## config.mk

```make
export PLATFORM = sky130hd
export DESIGN_NAME = mem_arbiter
export DESIGN_NICKNAME = d
export VERILOG_FILES = /design/src/rtl/mem_arbiter_pkg.sv /design/src/rtl/mem_arbiter.sv
export SDC_FILE = /design/constraint.sdc
export NUM_CORES = 1
export LEC_CHECK = 0
export CAP_MARGIN = 20
export CELL_PAD_IN_SITES_DETAIL_PLACEMENT = 0
export CELL_PAD_IN_SITES_GLOBAL_PLACEMENT = 1
export CORE_MARGIN = 2
export CORE_UTILIZATION = 37
export DETAILED_ROUTE_END_ITERATION = 10
export DONT_BUFFER_PORTS = 1
export PLACE_DENSITY = 0.76
export SYNTH_ARGS = -nofsm -noshare
export SYNTH_HDL_FRONTEND = slang
export SYNTH_SLANG_ARGS = --single-unit
```

## constraint.sdc

```tcl
create_clock -name clk -period 1.5 [get_ports clk]
set_input_delay 0.3 -clock clk [delete_from_list [all_inputs] [get_ports clk]]
set_output_delay 0.3 -clock clk [all_outputs]
set_load 0.005 [all_outputs]
```

## src/rtl/mem_arbiter_pkg.sv

```systemverilog
// Shared types for the two-port memory arbiter: FSM states, port owner encoding
// and the round-robin pick helper.
package mem_arbiter_pkg;

    localparam int unsigned ADDR_WIDTH_DEF = 6;
    localparam int unsigned DATA_WIDTH_DEF = 16;

    typedef enum logic [1:0] {
        ST_IDLE  = 2'd0,
        ST_ISSUE = 2'd1,
        ST_WAIT  = 2'd2
    } state_e;

    typedef enum logic {
        PORT_A = 1'b0,
        PORT_B = 1'b1
    } owner_e;

    // Two-input round robin: a lone requester wins, a tie goes to the port that did not own last.
    function automatic owner_e rr_pick(input logic a_req, input logic b_req, input owner_e last);
        owner_e win;
        if (a_req && b_req) begin
            win = (last == PORT_A) ? PORT_B : PORT_A;
        end else if (b_req) begin
            win = PORT_B;
        end else begin
            win = PORT_A;
        end
        return win;
    endfunction

endpackage

```

## src/rtl/mem_arbiter.sv

```systemverilog
// Round-robin arbiter sharing one synchronous single-port memory between the CPU
// (port A) and a debug/loader master (port B); one access every two cycles at best.
module mem_arbiter
    import mem_arbiter_pkg::*;
#(
    parameter int unsigned ADDR_WIDTH = ADDR_WIDTH_DEF,
    parameter int unsigned DATA_WIDTH = DATA_WIDTH_DEF
) (
    input  logic                  clk,
    input  logic                  rst,
    input  logic                  a_req,
    input  logic                  a_we,
    input  logic [ADDR_WIDTH-1:0] a_addr,
    input  logic [DATA_WIDTH-1:0] a_wdata,
    output logic                  a_gnt,
    output logic                  a_done,
    output logic [DATA_WIDTH-1:0] a_rdata,
    input  logic                  b_req,
    input  logic                  b_we,
    input  logic [ADDR_WIDTH-1:0] b_addr,
    input  logic [DATA_WIDTH-1:0] b_wdata,
    output logic                  b_gnt,
    output logic                  b_done,
    output logic [DATA_WIDTH-1:0] b_rdata,
    output logic                  mem_we,
    output logic [ADDR_WIDTH-1:0] mem_addr,
    output logic [DATA_WIDTH-1:0] mem_data,
    input  logic [DATA_WIDTH-1:0] mem_in,
    output logic                  busy
);

    state_e                state_q, state_d;
    owner_e                owner_q, owner_d;
    owner_e                last_owner_q, last_owner_d;
    logic                  mem_we_q, mem_we_d;
    logic [ADDR_WIDTH-1:0] mem_addr_q, mem_addr_d;
    logic [DATA_WIDTH-1:0] mem_data_q, mem_data_d;

    owner_e prio;
    owner_e winner;
    logic   any_req;

    always_comb begin
        state_d      = state_q;
        owner_d      = owner_q;
        last_owner_d = last_owner_q;
        mem_we_d     = mem_we_q;
        mem_addr_d   = mem_addr_q;
        mem_data_d   = mem_data_q;

        // In WAIT the finishing port counts as the last owner for tie-breaking.
        prio    = (state_q == ST_WAIT) ? owner_q : last_owner_q;
        winner  = rr_pick(a_req, b_req, prio);
        any_req = a_req | b_req;

        case (state_q)
            ST_IDLE: begin
                mem_we_d = 1'b0;
            end
            ST_ISSUE: begin
                state_d  = ST_WAIT;
                mem_we_d = 1'b0;
            end
            ST_WAIT: begin
                last_owner_d = owner_q;
                state_d      = ST_IDLE;
                mem_we_d     = 1'b0;
            end
            default: begin
                state_d  = ST_IDLE;
                mem_we_d = 1'b0;
            end
        endcase

        // Capture the winner's request fields on arbitration cycles.
        if (((state_q == ST_IDLE) || (state_q == ST_WAIT)) && any_req) begin
            state_d    = ST_ISSUE;
            owner_d    = winner;
            mem_we_d   = (winner == PORT_A) ? a_we    : b_we;
            mem_addr_d = (winner == PORT_A) ? a_addr  : b_addr;
            mem_data_d = (winner == PORT_A) ? a_wdata : b_wdata;
        end
    end

    always_ff @(posedge clk) begin
        if (rst) begin
            state_q      <= ST_IDLE;
            owner_q      <= PORT_A;
            last_owner_q <= PORT_B;
            mem_we_q     <= 1'b0;
            mem_addr_q   <= '0;
            mem_data_q   <= '0;
        end else begin
            state_q      <= state_d;
            owner_q      <= owner_d;
            last_owner_q <= last_owner_d;
            mem_we_q     <= mem_we_d;
            mem_addr_q   <= mem_addr_d;
            mem_data_q   <= mem_data_d;
        end
    end

    assign mem_we   = mem_we_q;
    assign mem_addr = mem_addr_q;
    assign mem_data = mem_data_q;
    assign busy     = (state_q != ST_IDLE);

    // Grant/done are decoded from registered state and owner; read data passes straight through.
    assign a_gnt   = (state_q == ST_ISSUE) && (owner_q == PORT_A);
    assign b_gnt   = (state_q == ST_ISSUE) && (owner_q == PORT_B);
    assign a_done  = (state_q == ST_WAIT)  && (owner_q == PORT_A);
    assign b_done  = (state_q == ST_WAIT)  && (owner_q == PORT_B);
    assign a_rdata = a_done ? mem_in : '0;
    assign b_rdata = b_done ? mem_in : '0;

endmodule
```

### After elaboration in Yosys (flattened, before gate mapping)

Index checks and enable logic that the tools add are counted.

* register bits: 27
* bits in latches: 0
* memory bits (writable): 0
* bits in read-only memories: 0
* bits of input ports: 66
* output and inout port bits: 60
* logic and storage cells: 35
* memories: 0

* add/subtract/negate cells: 0
* multiply operators: 0
* divide/modulo/power cells: 0
* $lt $le $gt $ge: 0
* equality and inequality tests: 3
* shifts and indexed selects: 0
* multiplexer cells: 11
* bitwise gates (word level): 3
* reductions and logical operators: 11

Operators with widths (number)
* $mux 16: 3
* $logic_and 1x1->1: 6
* $mux 1: 6
* $mux 6: 1
* $pmux 2 s2: 1
* $reduce_or 2->1: 2
* $eq 2x1->1 const B: 1
* $eq 2x2->1 const B: 1
* $logic_not 2->1: 1
* $ne 2x1->1 const B: 1
* $not 1->1: 2
* $reduce_bool 2->1: 1
* $logic_or 1x1->1: 1
* $or 1x1->1: 1

### Longest topological paths before layout

* depth after elaboration: 5
* gate-level depth with buffers: 6
* depth with buffers taken out: 5

### Least setup slack after synthesis

No wires, ideal clock.

* kind: reg2out
* from: reg state_q[0]
* to: out b_rdata[10]
* arrival: 1.170 ns
* data required time: 1.200 ns
* slack: 0.030 ns
* stages on the path, launching flop included: 5
* cells stage by stage: dfxtp_1 -> nand2b_1 -> nor2_1 -> clkbuf_1 -> and2_1

* longest elaborated chain between the ends: 3

RTL lines
* start: declaration: line mem_arbiter.sv:32 `state_e state_q, state_d;`
* start signal: assignment: line mem_arbiter.sv:94 `state_q <= state_d;`
* $eq 2x2->1: line mem_arbiter.sv:112 `assign b_done = (state_q == ST_WAIT) && (owner_q == PORT_B);`
* $logic_and 1x1->1: line mem_arbiter.sv:112
* net b_done: line mem_arbiter.sv:23 `output logic b_done,`
* $mux 16: line mem_arbiter.sv:114 `assign b_rdata = b_done ? mem_in : '0;`
* end: declaration: line mem_arbiter.sv:24 `output logic [DATA_WIDTH-1:0] b_rdata,`

The timed path passes the listed nets, and every way through them passes these cells.

### Final worst setup path

* from: reg state_q[0]
* to: out a_rdata[9]

* longest elaborated chain between the ends: 3

RTL lines
* $eq 2x2->1: line mem_arbiter.sv:111 `assign a_done = (state_q == ST_WAIT) && (owner_q == PORT_A);`
* $logic_and 1x1->1: line mem_arbiter.sv:111
* $mux 16: line mem_arbiter.sv:113 `assign a_rdata = a_done ? mem_in : '0;`
* end: declaration: line mem_arbiter.sv:17 `output logic [DATA_WIDTH-1:0] a_rdata,`

Every way passes these cells.

==> results.tsv <==
stage	metric	value	unit
run_status	status	finished, violations left	
run_status	violations	negative setup slack	
route	viasPerCell	5.57	
floorplan	start_util	0.395	
layout	areaGrowthSynthToFinish	21.4	%
placed_design	dpl_worst_slack	-23.1	ps
route	top_layer	met4	
sta	setup_total_negative_slack	-3370	ps
sta	setup_violations	44	
clock_tree	cts_tree	done	
sta	layout_setup_ws	-132	ps
synth	seq_area_frac_synth	0.400	
grt	grt.overflow.total	0	
synth	ys_warn_count	0	
worst_setup_path	reg2reg_to	mem_addr[1]	
layout	layoutNonFillerInstCount	193	
placed_design	dp_cells	180	
worst_setup_path	crit_slowest_cell	dfxtp_2	
floorplan	num_rows	21	
clock_tree	clk_pin_slew_worst_paths	130	ps
route	wl_per_cell	18.4	µm
worst_setup_path	critPathKind	reg2out	
layout	antennaDiodeCount	0	
worst_setup_path	timing.rr.start	state_q[0]	
placed_design	gp_congestion	0.622	
route	wl_met3	324	µm
worst_setup_path	required	1200	ps
clock_tree	clock_latency	320	ps
route	route.met2.wl	2080	µm
min_path	min_path_type	in2reg	
clock_tree	clock_sinks	27	
synth	syn_area	1350	µm²
sta	drv_slew	0	
route	wl_met1	1120	µm
floorplan	io_pins	126	
worst_setup_path	crit_start	state_q[0]	
floorplan	dieHeight	64.4	µm
synth	synth_area_per_cell	9.93	µm²
synth	ys_ff_latch	27	
clock_tree	cts_buffer_depth	2	
grt	track_usage	0.167	
worst_setup_path	critPathLaunchType	register	
placed_design	io_buffer_count	0	
worst_setup_path	crit_top_cell	buf_6	
sta	rsz0062_at_grt	true	
worst_setup_path	worstSetupEndpointType	output pin	
grt	grt_pass1_wl	5410	µm
grt	grt_max_degree	23	
route	ant_nets	0	
worst_setup_path	crit_fanout	6	
grt	grt_pass1_vias	1131	
power_and_ir_drop	ir_drop	0.564	mV
synth	synth_cell_types	21	
synth	synth_top_cell_by_area	dfxtp_1	
route	first_pass_iters	2	
job	maxCapViolCount	0	
floorplan	die_w	64.4	µm
layout	drive_gt1_frac	0.354	
route	routed_wl	3550	µm
synth	syn_nets	202	
clock_tree	h-tree-depth	1	
clock_tree	numCtsBuffers	3	
sta	slew_headroom	0.833	
sta	whs	30.5	ps
route	drt_iter0_markers	24	
layout	nNetsFinal	214	
power_and_ir_drop	power	1.40	mW
route	via_count	1075	
worst_setup_path	reg2regPathDepth	6	
sta	min_period	1630	ps
route	drc	0	
sta	skew	7.57	ps
worst_setup_path	critPathMaxStageDelay	340	ps
placed_design	hpwl	2590	µm
grt	antenna_found_initial	0	
power_and_ir_drop	p_leak	0.725	nW
worst_setup_path	reg2reg_slack	-30	ps
clock_tree	cts-root-buf	clkbuf_4	
synth	synth_top_area_share	0.400	
sta	finalCritPeriodShare	1.09	
sta	tightestPinTransition	251	ps
floorplan	core_area	3420	µm²
synth	synthTopCellsByArea	dfxtp_1 (40%), mux2i_1 (16%), and2_1 (15%), o2bb2ai_1 (14%), nor2_1 (2.2%)	
sta	max_freq	613	MHz
worst_setup_path	crit_arrival	1330	ps
worst_setup_path	crit_chain	nand2b_4, buf_6, nor2_4, buf_6, and2_4	
synth	synthCells	136	
power_and_ir_drop	p_per_area	856	nW/µm²
worst_setup_path	endpoint	a_rdata[9]	
sta	finalHoldViolCount	0	
floorplan	dieArea	4150	µm²
routing by layer:
layer,track usage,up-vias
li1,-,499
met1,0.148,497
met2,0.363,77
met3,0.0335,2
met4,0.0479,0
met5,0,-
cell usage after synthesis, drive strengths merged:
cell type   n
a211o       1
o2bb2ai    22
and4b       1
o21ai       1
inv         3
nor2        8
a311o       1
and2       32
dfxtp      27
or2         1
nand3       1
nand2b      1
clkbuf      7
or3         2
mux2i      22
o31ai       1
or2b        1
buf         3
nand2       1
power by group:
group          internal [mW]  leakage [nW]  switching (mW)
registers              0.781         0.224          0.0494
clock network         0.0997        0.0177           0.203
logic                  0.147         0.483           0.124
cell type report:
type	count	area (µm²)
flip-flops and latches	27	547
inverters	3	11.3
repair buffers	17	183
well taps	46	57.6
multi-input cells	96	813
clock buffers	3	22.5
fillers	318	1780
clock inverters	1	5.00
metrics by stage:
| step | instance area (µm²) | utilization |
|---|---|---|
| floorplan | 1350 | - |
| global placement | 1420 | 0.416 |
| detailed placement | 1420 | 0.416 |
| CTS | 1610 | 0.472 |
| global route | 1640 | 0.480 |
| finish | 1640 | 0.480 |
cell usage in the layout (no fill, tap or decap):
cell type | netlist | layout
dfxtp_1 | 27 | 24
dfxtp_2 | 0 | 2
or2b_1 | 1 | 1
nor2_2 | 0 | 2
a311o_2 | 0 | 1
or3_1 | 2 | 1
o21ai_1 | 0 | 1
and4b_1 | 1 | 1
nor2_4 | 0 | 2
nand2_1 | 1 | 1
or3_4 | 0 | 1
or2_4 | 0 | 1
nand3_1 | 1 | 1
mux2i_2 | 0 | 1
o31ai_1 | 1 | 1
nor2_1 | 8 | 4
and2_1 | 32 | 13
buf_6 | 1 | 8
a211o_1 | 1 | 1
buf_12 | 1 | 2
o2bb2ai_1 | 22 | 22
clkinv_2 | 0 | 1
clkbuf_4 | 0 | 3
dfxtp_4 | 0 | 1
mux2i_1 | 22 | 21
buf_4 | 0 | 7
inv_1 | 3 | 3
nand2b_4 | 0 | 1
and2_4 | 0 | 19
flip-flops by register name, summed over array words and instances (netlist names):
| name | cells |
|---|---|
| mem_addr | 6 |
| mem_data | 16 |
| owner_q | 1 |
| state_q | 2 |
| mem_we | 1 |
| last_owner_q | 1 |
critical path, delay by kind of cell (launching register included):
family | cells | cell delay (ps)
flops | 1 | 340
simple gates | 3 | 410
buf+inv | 2 | 260
repair_timing:
item	in CTS	in global routing
gates resized for setup	43	5
pin swaps	19	6
hold buffers	0	0
buffers inserted	3	2
cloned	4	0
setup endpoints to repair	49	60
how the worst min path moves through the flow:
stage	start	end	cells past startpoint
2_1_floorplan	rst	state_q[1]	1
4_1_cts	rst	state_q[1]	1
3_5_place_dp	rst	state_q[1]	1
5_1_grt	rst	state_q[1]	1
3_3_place_gp	rst	state_q[1]	1
6_report	rst	state_q[1]	1
logic make-up (layout without fill, tap and decap cells):
kind of cell    after synthesis  after routing  share of synthesized area
compound gates               26             26                      0.166
mux                          22             22                      0.163
simple gates                 48             48                      0.209
buf+inv                      13             24                     0.0621
flops                        27             27                      0.400
(Power assumes the default switching activity.)
